==> src/rtl/serial_add_pkg.sv <==
// Shared definitions for the serial adder controller: state encoding and default width.
package serial_add_pkg;

    typedef enum logic [1:0] {
        ST_IDLE = 2'd0,
        ST_LOAD = 2'd1,
        ST_ADD  = 2'd2,
        ST_DONE = 2'd3
    } state_t;

    localparam int N_DEF = 8;

endpackage

==> src/rtl/serial_add_ctrl_bit_counter.sv <==
// Bit-index counter: sync clear, enable, and terminal-count flag at N-1 (wraps to 0).
module bit_counter #(
    parameter int N  = 8,
    parameter int CW = $clog2(N)
) (
    input  logic          i_clk,
    input  logic          i_rst_n,
    input  logic          i_clr,
    input  logic          i_en,
    output logic [CW-1:0] o_count,
    output logic          o_tc
);

    logic [CW-1:0] r_count;
    logic          w_tc;

    assign w_tc    = (r_count == CW'(N - 1));
    assign o_count = r_count;
    assign o_tc    = w_tc;

    always_ff @(posedge i_clk or negedge i_rst_n) begin
        if (!i_rst_n) begin
            r_count <= '0;
        end else if (i_clr || (i_en && w_tc)) begin
            r_count <= '0;
        end else if (i_en) begin
            r_count <= r_count + CW'(1);
        end
    end

endmodule

==> src/rtl/serial_add_ctrl.sv <==
// Sequencing FSM for the bit-serial adder: load, N add cycles, done pulse, registered carry-out.
module serial_add_ctrl
    import serial_add_pkg::*;
#(
    parameter int N  = N_DEF,
    parameter int CW = $clog2(N)
) (
    input  logic          i_clk,
    input  logic          i_rst_n,
    input  logic          i_start,
    input  logic          i_carry_d,
    output logic          o_ld_A,
    output logic          o_ld_B,
    output logic          o_shift,
    output logic          o_carry_clr,
    output logic          o_carry_en,
    output logic          o_sum_shift,
    output logic [CW-1:0] o_bit_idx,
    output logic          o_busy,
    output logic          o_done,
    output logic          o_cout
);

    state_t        r_state;
    state_t        w_next;
    logic [CW-1:0] w_count;
    logic          w_tc;
    logic          w_cnt_clr;
    logic          w_cnt_en;
    logic          r_cout;

    bit_counter #(
        .N  (N),
        .CW (CW)
    ) u_bit_counter (
        .i_clk   (i_clk),
        .i_rst_n (i_rst_n),
        .i_clr   (w_cnt_clr),
        .i_en    (w_cnt_en),
        .o_count (w_count),
        .o_tc    (w_tc)
    );

    always_ff @(posedge i_clk or negedge i_rst_n) begin
        if (!i_rst_n) begin
            r_state <= ST_IDLE;
        end else begin
            r_state <= w_next;
        end
    end

    // Outputs depend only on registered state/count, so no input reaches an output combinationally.
    always_comb begin
        w_next      = r_state;
        o_ld_A      = 1'b0;
        o_ld_B      = 1'b0;
        o_shift     = 1'b0;
        o_carry_clr = 1'b0;
        o_carry_en  = 1'b0;
        o_sum_shift = 1'b0;
        o_bit_idx   = '0;
        o_busy      = 1'b0;
        o_done      = 1'b0;
        w_cnt_clr   = 1'b0;
        w_cnt_en    = 1'b0;
        unique case (r_state)
            ST_IDLE: begin
                if (i_start) begin
                    w_next = ST_LOAD;
                end
            end
            ST_LOAD: begin
                o_ld_A      = 1'b1;
                o_ld_B      = 1'b1;
                o_carry_clr = 1'b1;
                o_busy      = 1'b1;
                w_cnt_clr   = 1'b1;
                w_next      = ST_ADD;
            end
            ST_ADD: begin
                o_shift     = 1'b1;
                o_carry_en  = 1'b1;
                o_sum_shift = 1'b1;
                o_busy      = 1'b1;
                o_bit_idx   = w_count;
                w_cnt_en    = 1'b1;
                if (w_tc) begin
                    w_next = ST_DONE;
                end
            end
            ST_DONE: begin
                o_done = 1'b1;
                o_busy = 1'b1;
                w_next = ST_IDLE;
            end
            default: begin
                w_next = ST_IDLE;
            end
        endcase
    end

    always_ff @(posedge i_clk or negedge i_rst_n) begin
        if (!i_rst_n) begin
            r_cout <= 1'b0;
        end else if ((r_state == ST_ADD) && w_tc) begin
            r_cout <= i_carry_d;
        end
    end

    assign o_cout = r_cout;

endmodule

==> config.mk <==
export PLATFORM = sky130hd
export DESIGN_NAME = serial_add_ctrl
export DESIGN_NICKNAME = d
export VERILOG_FILES = /design/src/rtl/serial_add_pkg.sv /design/src/rtl/serial_add_ctrl_bit_counter.sv /design/src/rtl/serial_add_ctrl.sv
export SDC_FILE = /design/constraint.sdc
export NUM_CORES = 1
export LEC_CHECK = 0
export CAP_MARGIN = 20
export CORE_MARGIN = 2
export CORE_UTILIZATION = 30
export DETAILED_ROUTE_END_ITERATION = 10
export HOLD_SLACK_MARGIN = 0.05
export PLACE_DENSITY = 0.56
export SLEW_MARGIN = 15
export SYNTH_ARGS = -nofsm -noshare
export SYNTH_HDL_FRONTEND = slang
export SYNTH_SLANG_ARGS = --single-unit
==> constraint.sdc <==
create_clock -name i_clk -period 2.53 [get_ports i_clk]
set_clock_uncertainty 0.2 [all_clocks]
set_input_delay 0.3795 -clock i_clk [delete_from_list [all_inputs] [get_ports i_clk]]
set_output_delay 0.3795 -clock i_clk [all_outputs]
set_load 0.01 [all_outputs]
==> results of run 1 <==
[power by group through the flow]
stage | Sequential [mW] | Combinational (mW) | Clock (mW)
after floorplan | 0.182 | 0.341 | 0
after global placement | 0.187 | 0.518 | 0
after detailed placement | 0.188 | 0.516 | 0
after CTS | 0.186 | 0.519 | 0.0909
after global routing | 0.194 | 0.582 | 0.0960
final | 0.186 | 0.513 | 0.0841
[metal layers]
layer,routed length [um],global-route usage,vias to the layer above
met5,0,0,-
met4,0,0.07258,0
met3,45,0.01630,0
met2,328,0.1680,10
met1,324,0.1316,135
li1,-,-,150
[kinds of logic (layout without fill, tap and decap cells)]
| kind of cell | Yosys count | in the layout |
|---|---|---|
| buf+inv | 10 | 24 |
| compound gates | 5 | 5 |
| mux | 3 | 3 |
| flops | 6 | 6 |
| simple gates | 8 | 8 |
| fa+ha+maj | 7 | 7 |
[cell usage in the layout (no fill, tap or decap), drive strengths merged]
cell type / Yosys / layout
mux2: 2 / 2
a21oi: 2 / 2
mux2i: 1 / 1
o21ai: 2 / 2
nor2b: 1 / 1
nand3: 2 / 2
inv: 6 / 6
dfrtp: 6 / 6
and2: 3 / 3
clkdlybuf4s50: 0 / 15
o32a: 1 / 1
clkbuf: 0 / 3
nand2: 2 / 2
ha: 7 / 7
[registers in the layout (all words and copies together) (netlist names)]
register,flops
u_bit_counter.o_count,3
r_state,2
o_cout,1
[timing repair]
action | 4_1_cts | 5_1_grt
hold buffers | 0 | 0
gates resized for setup | 0 | 1
buffers inserted | 0 | 0
setup endpoints to repair | 0 | 3
[stage by stage]
stage | worst slack (ns) | cells
2_1_floorplan | 0.8983 | 39
3_3_place_gp | 0.3667 | 65
3_5_place_dp | 0.3389 | 65
4_1_cts | 0.07091 | 68
5_1_grt | 0.1047 | 68
6_report | 0.2073 | 68
[final timing paths]
kind	start	end	slack (ns)	cells after the start
max	r_state[0]	o_bit_idx[1]	0.21	4
max in group asynchronous	i_rst_n	r_state[0]	1.73	1
max reg2reg	r_state[0]	r_state[1]	0.93	5
min	i_rst_n	r_state[1]	0.18	1
min reg2reg	o_cout	o_cout	0.31	1
min in group i_clk	o_cout	o_cout	0.31	1
[area by class of cell]
type                            count  area, um^2
Timing Repair Buffer               15       150.1
Fill cell                         150       723.2
Tap cell                           15       18.77
Clock buffer                        3       22.52
Multi-Input combinational cell     23       214.0
Sequential cell                     6       150.1
Inverter                            6       22.52
==> run summary, run 1 <==
==========================================================================================
Slowest-stage cell, CP ...................................................... clkdlybuf4s50_1
Final Net Count .............................................................           66
Antenna-violating nets left .................................................            0
Arrival time of the worst setup path ........................................      1.74 ns
Count of buffers from port buffering ........................................           15
Final WL ....................................................................       698 um
Relative max-transition margin ..............................................       0.8167
Cell family with most CP delay .............................................. buffers and inverters
Area of placed instances ....................................................   553.0 um^2
Slew of the pin with the lowest slew margin .................................    0.2740 ns
Class of the tightest hold or removal check .................................     in2async
Overall die width ...........................................................     41.16 um
Sequential fraction of the synthesis area ...................................       0.3625
Later-pin clock latency in the skew report ..................................      0.24 ns
Proportion of netlist area held by the largest area contributor .............       0.3625
Critical path class .........................................................      reg2out
Number of distinct library cells after synthesis ............................           14
Fin. Hold Viols .............................................................            0
Share of final-layout standard cells stronger than drive strength 1 .........       0.2264
Power share of the clock group ..............................................        0.107
Number of vias per cell after detailed routing ..............................        4.338
Power spent charging and discharging nets ...................................    0.2890 mW
Power share of the combinational group ......................................        0.655
Leak pwr ....................................................................    0.2700 nW
Cell Int Power ..............................................................    0.4938 mW
Net switching fraction of the power .........................................       0.3692
Commonest cells in the synthesized netlist .................................. ha_1 (7), dfrtp_1 (6), inv_1 (6)
CP max stage delay ..........................................................      0.52 ns
Multiplexer fraction of the synthesized cell area ...........................      0.09668
Highest fanout seen on the critical path ....................................           10
Post-synthesis register bit count ...........................................            6
CP startpoint kind ..........................................................     register
Top Ports ...................................................................           16
Maximum number of pins on one net before global-route repair ................           11
Most frequently used cell type in the post-synthesis netlist ................         ha_1
Cell-by-cell trace of the critical path ..................................... inv_1 > ha_2 > and2_2 > clkdlybuf4s50_1
Maximum clock insertion buffer count ........................................            2
Shortest period the worst path allows .......................................     2.323 ns
H-tree lvl count ............................................................            1
Final routed wire length divided by cell count ..............................     10.26 um
Top_reg_cell synth ..........................................................      dfrtp_1
Violation count after the first detailed-route iteration ....................            4
Combinational family with the most area after synthesis .....................  adder cells
DIE HEIGHT ..................................................................     41.16 um
Clock edge transition at the registers on the reported setup and hold paths .      0.04 ns
Initial antenna violation count .............................................            0
Core Region .................................................................    1301 um^2
Global-route wire length before repair ......................................      1179 um
Router iterations before antenna repair .....................................            4
Power density over the cells ................................................ 1354 nW/um^2
Worst vdd ir ................................................................     669.0 uV
Count of standard-cell rows .................................................           13
Post-route clock period utilization .........................................       0.9181
Vias in the first global route ..............................................          293
Die Footprint ...............................................................    1694 um^2
FMAX ........................................................................   0.4305 GHz
Remaining DRCs ..............................................................            0
Post-synthesis cell area ....................................................   414.1 um^2
Library cell used as clock root buffer ......................................     clkbuf_4
Async set or reset register ratio after synthesis ...........................        1.000
Worst EP required ...........................................................      1.95 ns
Max-slew violation total from the final report ..............................            0
Cell taking the most area after synthesis ...................................      dfrtp_1
Synth-to-layout area growth .................................................       39.58%
CTS tree ....................................................................        built
RSZ-0062 raised after global routing ........................................           no
Synthesized netlist net count ...............................................           50
Synthesized area divided by synthesized cell count ..........................   10.62 um^2
Worst Path Buf+Inv ..........................................................            2
Simple-gate share of the synthesized area ...................................       0.1178
Detailed placement HPWL .....................................................     572.6 um
Total global routing overflow ...............................................            0
Final Util ..................................................................       0.4442
Total GRT Usage .............................................................       0.1065
# diodes ....................................................................            0
Total setup violations reported at the end of the flow ......................            0
Post-Synth Adder-Cell Area ..................................................       0.2115
Part of the power in registers ..............................................        0.237
Count of flip-flops with a built-in enable after synthesis ..................            0
Finished layout cell area ...................................................   578.1 um^2
Worst setup EP type .........................................................  output port
Cell types occupying the most area after synthesis .......................... dfrtp_1 (36%), ha_1 (21%), buf_4 (7.3%), mux2_4 (7.3%), and2_2 (5.4%)
Number of buffers created by CTS ............................................            3
Area fraction in compound gates after synthesis .............................      0.08459
Max Cap Viol ................................................................            0
Setup total negative slack ..................................................         0 ns
Sinks on Clock Net ..........................................................            6
Run status .................................................................. complete, no violations
XOR/XNOR Fraction of Synth Area .............................................            0
Starting Density ............................................................       0.3183
RePlAce Congestion ..........................................................       0.6538
Yosys warnings ..............................................................            0
Total Power Consumption .....................................................    0.7828 mW
DR vias .....................................................................          295
Count of mapped cells out of synthesis ......................................           39
Worst hold slack after final layout .........................................    0.1846 ns
==========================================================================================
Note: power is estimated with default switching activity, not from simulation.
==> run 2, diff against run 1 <==
Settings changed: ABC_AREA set to 1, CTS_CLUSTER_SIZE set to 28.
==> run summary, run 2 <==
==========================================================================================
Run status .................................................................. complete, no violations
Setup total negative slack ..................................................         0 ns   unchanged
Cell family with most CP delay .............................................. buffers and inverters
Sinks on Clock Net ..........................................................            6   unchanged
Vias in the first global route ..............................................          324   +11%
Count of flip-flops with a built-in enable after synthesis ..................            0   unchanged
Detailed placement HPWL .....................................................     638.8 um   +12%
Maximum number of pins on one net before global-route repair ................           11   unchanged
Count of mapped cells out of synthesis ......................................           56   +44%
Worst EP required ...........................................................      1.95 ns   about the same
Fin. Hold Viols .............................................................            0   unchanged
Synthesized netlist net count ...............................................           67   +34%
Highest fanout seen on the critical path ....................................           10   unchanged
Starting Density ............................................................       0.3238   +0.005567
RePlAce Congestion ..........................................................       0.6761   +3.4%
Count of buffers from port buffering ........................................           15   unchanged
Worst setup EP type .........................................................  output port
Filler cell count ...........................................................          134   -11%
Most common library cell in the layout ignoring fill and taps ...............      nand2_1
Register cell area after layout .............................................   150.1 um^2   unchanged
Top Ports ...................................................................           16   unchanged
Final WL ....................................................................       758 um   +8.6%
Cell taking the most area after synthesis ...................................      dfrtp_1
Synthesized area divided by synthesized cell count ..........................   7.619 um^2   -28%
Die Footprint ...............................................................    1740 um^2   +2.7%
Setup fix buffers added after clock tree synthesis ..........................            0   unchanged
Later-pin clock latency in the skew report ..................................      0.24 ns   about the same
Relative max-transition margin ..............................................       0.7852   -0.03152
Power density over the cells ................................................ 1270 nW/um^2   -6.2%
Worst Path Buf+Inv ..........................................................            3   +1
Share of final-layout standard cells stronger than drive strength 1 .........      0.07143   -0.1550
Cell types occupying the most area after synthesis .......................... dfrtp_1 (35%), ha_1 (21%), nand2_1 (17%), inv_1 (11%), buf_4 (7.0%)
Worst vdd ir ................................................................     577.0 uV   -14%
Proportion of netlist area held by the largest area contributor .............       0.3519   -0.01063
Top library cells by usage in the layout, fill and taps aside ............... nand2_1 (19), clkdlybuf4s50_1 (15), inv_1 (12)
PostCTS Resize Cnt ..........................................................            0   unchanged
Slowest-stage cell, CP ...................................................... clkdlybuf4s50_1
CP startpoint kind ..........................................................     register
H-tree lvl count ............................................................            1   unchanged
Async set or reset register ratio after synthesis ...........................        1.000   unchanged
Maximum clock insertion buffer count ........................................            2   unchanged
Worst slack after detailed placement ........................................    0.3970 ns   +0.05811 ns
Overall die width ...........................................................     41.71 um   +1.3%
Core Region .................................................................    1318 um^2   +1.2%
RSZ-0062 raised after global routing ........................................           no
Global-route wire length before repair ......................................      1324 um   +12%
Combined area of the multi-input logic cells ................................   201.4 um^2   -5.8%
Max Cap Viol ................................................................            0   unchanged
Post-route clock period utilization .........................................       0.9415   +0.02348
Critical path class .........................................................      reg2out
Antenna-violating nets left .................................................            0   unchanged
Remaining DRCs ..............................................................            0   unchanged
Arrival time of the worst setup path ........................................      1.80 ns   +0.06 ns
Total GRT Usage .............................................................      0.09873   -0.007770
Final routed wire length divided by cell count ..............................     8.918 um   -13%
Slew of the pin with the lowest slew margin .................................    0.3222 ns   +0.04814 ns
Max FFs per register ........................................................            3   unchanged
DR vias .....................................................................          358   +21%
Synth-to-layout area growth .................................................       37.83%
CP max stage delay ..........................................................      0.53 ns   about the same
Setup ws final ..............................................................    0.1479 ns   -0.05941 ns
Number of distinct library cells after synthesis ............................            8   -6
Cell-by-cell trace of the critical path ..................................... inv_1 > ha_1 > nand2_1 > inv_1 > clkdlybuf4s50_1
Clock edge transition at the registers on the reported setup and hold paths .      0.04 ns   about the same
Most frequently used cell type in the post-synthesis netlist ................      nand2_1
Number of vias per cell after detailed routing ..............................        4.212   -2.9%
Max-slew violation total from the final report ..............................            0   unchanged
Router iterations before antenna repair .....................................            2   -2
Violation count after the first detailed-route iteration ....................            4   unchanged
Number of buffers created by CTS ............................................            3   unchanged
Class of the tightest hold or removal check .................................     in2async
FMAX ........................................................................   0.4198 GHz   -2.5%
Shortest period the worst path allows .......................................     2.382 ns   +0.05941 ns
Commonest cells in the synthesized netlist .................................. nand2_1 (19), inv_1 (12), ha_1 (7)
CTS Hold Bufs ...............................................................            0   unchanged
CTS tree ....................................................................        built
# diodes ....................................................................            0   unchanged
Initial antenna violation count .............................................            0   unchanged
Total global routing overflow ...............................................            0   unchanged
Post-synthesis cell area ....................................................   426.7 um^2   +3.0%
Yosys warnings ..............................................................            0   unchanged
Top_reg_cell synth ..........................................................      dfrtp_1
Total setup violations reported at the end of the flow ......................            0   unchanged
Count of standard-cell rows .................................................           13   unchanged
Leak pwr ....................................................................    0.3227 nW   +20%
Library cell used as clock root buffer ......................................     clkbuf_4
Cell with the most instances on the worst path ..............................        inv_1
DIE HEIGHT ..................................................................     41.71 um   +1.3%
Final Net Count .............................................................           83   +26%
Sequential fraction of the synthesis area ...................................       0.3519   -0.01063
Post-synthesis register bit count ...........................................            6   unchanged
==========================================================================================
==> run 2: path summary, 6_finish.rpt <==
kind                            start                  endpoint  slack [ns]  depth (start not counted)
hold reg to reg                o_cout                    o_cout        0.27                          2
setup reg to reg           r_state[0]  u_bit_counter.o_count[2]        1.03                          5
max in group asynchronous     i_rst_n  u_bit_counter.o_count[1]        1.74                          1
setup / recovery           r_state[0]              o_bit_idx[0]        0.15                          5
hold / removal                i_rst_n                    o_cout        0.18                          1
min in group i_clk             o_cout                    o_cout        0.27                          2
==> run 2: report_power, final <==
group,leakage (nW),internal [mW],switching (mW),total [mW]
sequential,0.0721,0.141,0.0349,0.176
combinational,0.237,0.239,0.248,0.487
clock,0.0138,0.0534,0.0307,0.0841
==> run 2: layer usage <==
metal	track usage	vias to the layer above	part of all wire
met1	0.1355	153	0.52
met3	0.01739	2	0.050
li1	-	191	-
met2	0.1438	12	0.41
met4	0.05806	0	0.020
met5	0	-	0
==> run 2: logic make-up after synthesis <==
kind of cell | Yosys count | share of synthesized area
compound gates | 3 | 0.03518
fa+ha+maj | 7 | 0.2053
buf+inv | 16 | 0.1759
flops | 6 | 0.3519
simple gates | 24 | 0.2317
==> run 2: layout make-up <==
| class | count | share of cell area |
|---|---|---|
| Inverter | 12 | 0.07660 |
| Clock buffer | 3 | 0.03830 |
| Sequential cell | 6 | 0.2553 |
| Multi-Input combinational cell | 34 | 0.3426 |
| Tap cell | 15 | 0.03191 |
| Timing Repair Buffer | 15 | 0.2553 |
==> run 2: through the flow <==
step                  util  total power, mW  cell area, um^2  hold slack, ns  instances
detailed placement  0.4293           0.6734            565.5          0.2646         82
CTS                 0.4463           0.7622            588.1          0.1729         85
finish              0.4463           0.7466            588.1          0.1786         85
global route        0.4463           0.8280            588.1          0.1903         85
global placement    0.4293           0.6693            565.5          0.2660         82
floorplan                -           0.4991            426.7         -0.1161         56
==> run 2: worst reg2reg max path, stage by stage (launching register included) <==
cell	delay, ns
dfrtp_1	0.40
inv_1	0.12
ha_1	0.36
nand2_1	0.14
nand2_2	0.10
o21ai_1	0.06
==> run 3, diff against run 2 <==
--- a/constraint.sdc
+++ b/constraint.sdc
@@ -3,3 +3,3 @@
 set_input_delay 0.3795 -clock i_clk [delete_from_list [all_inputs] [get_ports i_clk]]
 set_output_delay 0.3795 -clock i_clk [all_outputs]
-set_load 0.01 [all_outputs]
+set_load 0.005 [all_outputs]
==> run summary, run 3 (same netlist as run 2, synthesis figures left out) <==
==========================================================================================
Run status .................................................................. complete, no violations
Final routed wire length divided by cell count ..............................     8.459 um   -5.1%
Maximum clock insertion buffer count ........................................            2   unchanged
Sinks on Clock Net ..........................................................            6   unchanged
Later-pin clock latency in the skew report ..................................      0.23 ns   about the same
Share of final-layout standard cells stronger than drive strength 1 .........      0.07143   unchanged
Detailed placement HPWL .....................................................     619.5 um   -3.0%
Top library cells by usage in the layout, fill and taps aside ............... nand2_1 (19), clkdlybuf4s50_1 (15), inv_1 (12)
Worst setup EP type .........................................................  output port
Final Net Count .............................................................           83   unchanged
Total GRT Usage .............................................................      0.08704   -0.01170
Leak pwr ....................................................................    0.3227 nW   unchanged
CP startpoint kind ..........................................................     register
Combined area of the multi-input logic cells ................................   201.4 um^2   unchanged
Clock edge transition at the registers on the reported setup and hold paths .      0.04 ns   about the same
Slowest-stage cell, CP ...................................................... clkdlybuf4s50_1
PostCTS Resize Cnt ..........................................................            0   unchanged
# diodes ....................................................................            0   unchanged
Arrival time of the worst setup path ........................................      1.73 ns   -0.07 ns
Met3 track demand over resource .............................................      0.01304   -0.004348
Fin. Hold Viols .............................................................            0   unchanged
Cell with the most instances on the worst path ..............................        inv_1
Antenna-violating nets left .................................................            0   unchanged
Violation count after the first detailed-route iteration ....................            7   +3
Met1 routing resource usage after global routing ............................       0.1250   -0.01050
Class of the tightest hold or removal check .................................     in2async
Total setup violations reported at the end of the flow ......................            0   unchanged
CTS Hold Bufs ...............................................................            0   unchanged
Critical path class .........................................................      reg2out
Number of vias per cell after detailed routing ..............................        4.129   -2.0%
Cell-by-cell trace of the critical path ..................................... inv_1 > ha_1 > nand2_1 > inv_1 > clkdlybuf4s50_1
Total global routing overflow ...............................................            0   unchanged
H-tree lvl count ............................................................            1   unchanged
Overall die width ...........................................................     41.71 um   unchanged
Register cell area after layout .............................................   150.1 um^2   unchanged
Worst slack after detailed placement ........................................    0.4613 ns   +0.06427 ns
Number of buffers created by CTS ............................................            3   unchanged
CP max stage delay ..........................................................      0.49 ns   -0.04 ns
Post-route clock period utilization .........................................       0.9121   -0.02943
Crit path from ..............................................................   r_state[0]
Die Footprint ...............................................................    1740 um^2   unchanged
RePlAce Congestion ..........................................................       0.6771   +0.15%
Max-slew violation total from the final report ..............................            0   unchanged
Initial antenna violation count .............................................            0   unchanged
Worst EP required ...........................................................      1.95 ns   about the same
Slew of the pin with the lowest slew margin .................................    0.3141 ns   -0.008054 ns
Relative max-transition margin ..............................................       0.7906   +0.005369
Global-route wire length before repair ......................................      1159 um   -12%
Remaining DRCs ..............................................................            0   unchanged
Synth-to-layout area growth .................................................       37.83%   unchanged
Final WL ....................................................................       719 um   -5.1%
Global-route layer with the greatest usage ..................................         met1
Most common library cell in the layout ignoring fill and taps ...............      nand2_1
Shortest period the worst path allows .......................................     2.308 ns   -0.07446 ns
Starting Density ............................................................       0.3238   unchanged
Worst vdd ir ................................................................     684.7 uV   +19%
Setup fix buffers added after clock tree synthesis ..........................            0   unchanged
FMAX ........................................................................   0.4333 GHz   +3.2%
Power density over the cells ................................................ 1209 nW/um^2   -4.8%
Count of standard-cell rows .................................................           13   unchanged
Max FFs per register ........................................................            3   unchanged
DIE HEIGHT ..................................................................     41.71 um   unchanged
Library cell used as clock root buffer ......................................     clkbuf_4
Worst Path Buf+Inv ..........................................................            3   unchanged
Count of buffers from port buffering ........................................           15   unchanged
Filler cell count ...........................................................          127   -5.2%
Core Region .................................................................    1318 um^2   unchanged
Setup ws final ..............................................................    0.2224 ns   +0.07446 ns
Highest fanout seen on the critical path ....................................           10   unchanged
DR vias .....................................................................          351   -2.0%
Max Cap Viol ................................................................            0   unchanged
GR met2 Demand/Resource .....................................................       0.1188   -0.02500
Launch point of the worst reg-to-reg path ...................................   r_state[0]
Setup total negative slack ..................................................         0 ns   unchanged
Router iterations before antenna repair .....................................            2   unchanged
CTS tree ....................................................................        built
Cell family with most CP delay .............................................. buffers and inverters
Vias in the first global route ..............................................          299   -7.7%
Maximum number of pins on one net before global-route repair ................           11   unchanged
RSZ-0062 raised after global routing ........................................           no
Top Ports ...................................................................           16   unchanged
==========================================================================================
## run 3: cell counts in the layout (fill, tap and decap cells not counted)
No cell type changed its count.
## run 3: worst register-to-register path: stages, from the launching register on
cell	delay, ns
dfrtp_1	0.40
inv_1	0.11
ha_1	0.35
nand2_1	0.15
nand2_2	0.10
o21ai_1	0.07
## run 3: final timing paths
| path | cells past startpoint | slack, ns | to |
|---|---|---|---|
| hold reg to reg | 2 | 0.28 | o_cout |
| setup / recovery | 5 | 0.22 | o_bit_idx[0] |
| hold / removal | 1 | 0.18 | o_cout |
| max in group asynchronous | 1 | 1.74 | u_bit_counter.o_count[2] |
| min in group i_clk | 2 | 0.28 | o_cout |
| setup reg to reg | 5 | 1.03 | u_bit_counter.o_count[2] |
## run 3: through the flow
step / area (um^2) / hold WS (ns) / total power, mW / std cells / util
2_1_floorplan: 426.7 / -0.1161 / 0.4654 / 56 / -
3_3_place_gp: 565.5 / 0.2662 / 0.6372 / 82 / 0.4293
3_5_place_dp: 565.5 / 0.2659 / 0.6391 / 82 / 0.4293
4_1_cts: 588.1 / 0.1823 / 0.7267 / 85 / 0.4463
5_1_grt: 588.1 / 0.1973 / 0.7888 / 85 / 0.4463
6_report: 588.1 / 0.1818 / 0.7109 / 85 / 0.4463
## run 3: area by class of cell
type                       count  share of cell area
timing repair buffer          15              0.2553
inverter                      12             0.07660
tap                           15             0.03191
sequential                     6              0.2553
clock buffer                   3             0.03830
multi-input combinational     34              0.3426
## run 3: layer usage
layer	routed length, um	part of all wire
met1	402	0.56
met2	290	0.40
met3	26	0.036
met4	0	0
met5	0	0
## run 3: report_power, final
part | internal, mW | switching [mW]
combinational | 0.237 | 0.215
clock | 0.0532 | 0.0285
sequential | 0.141 | 0.0362
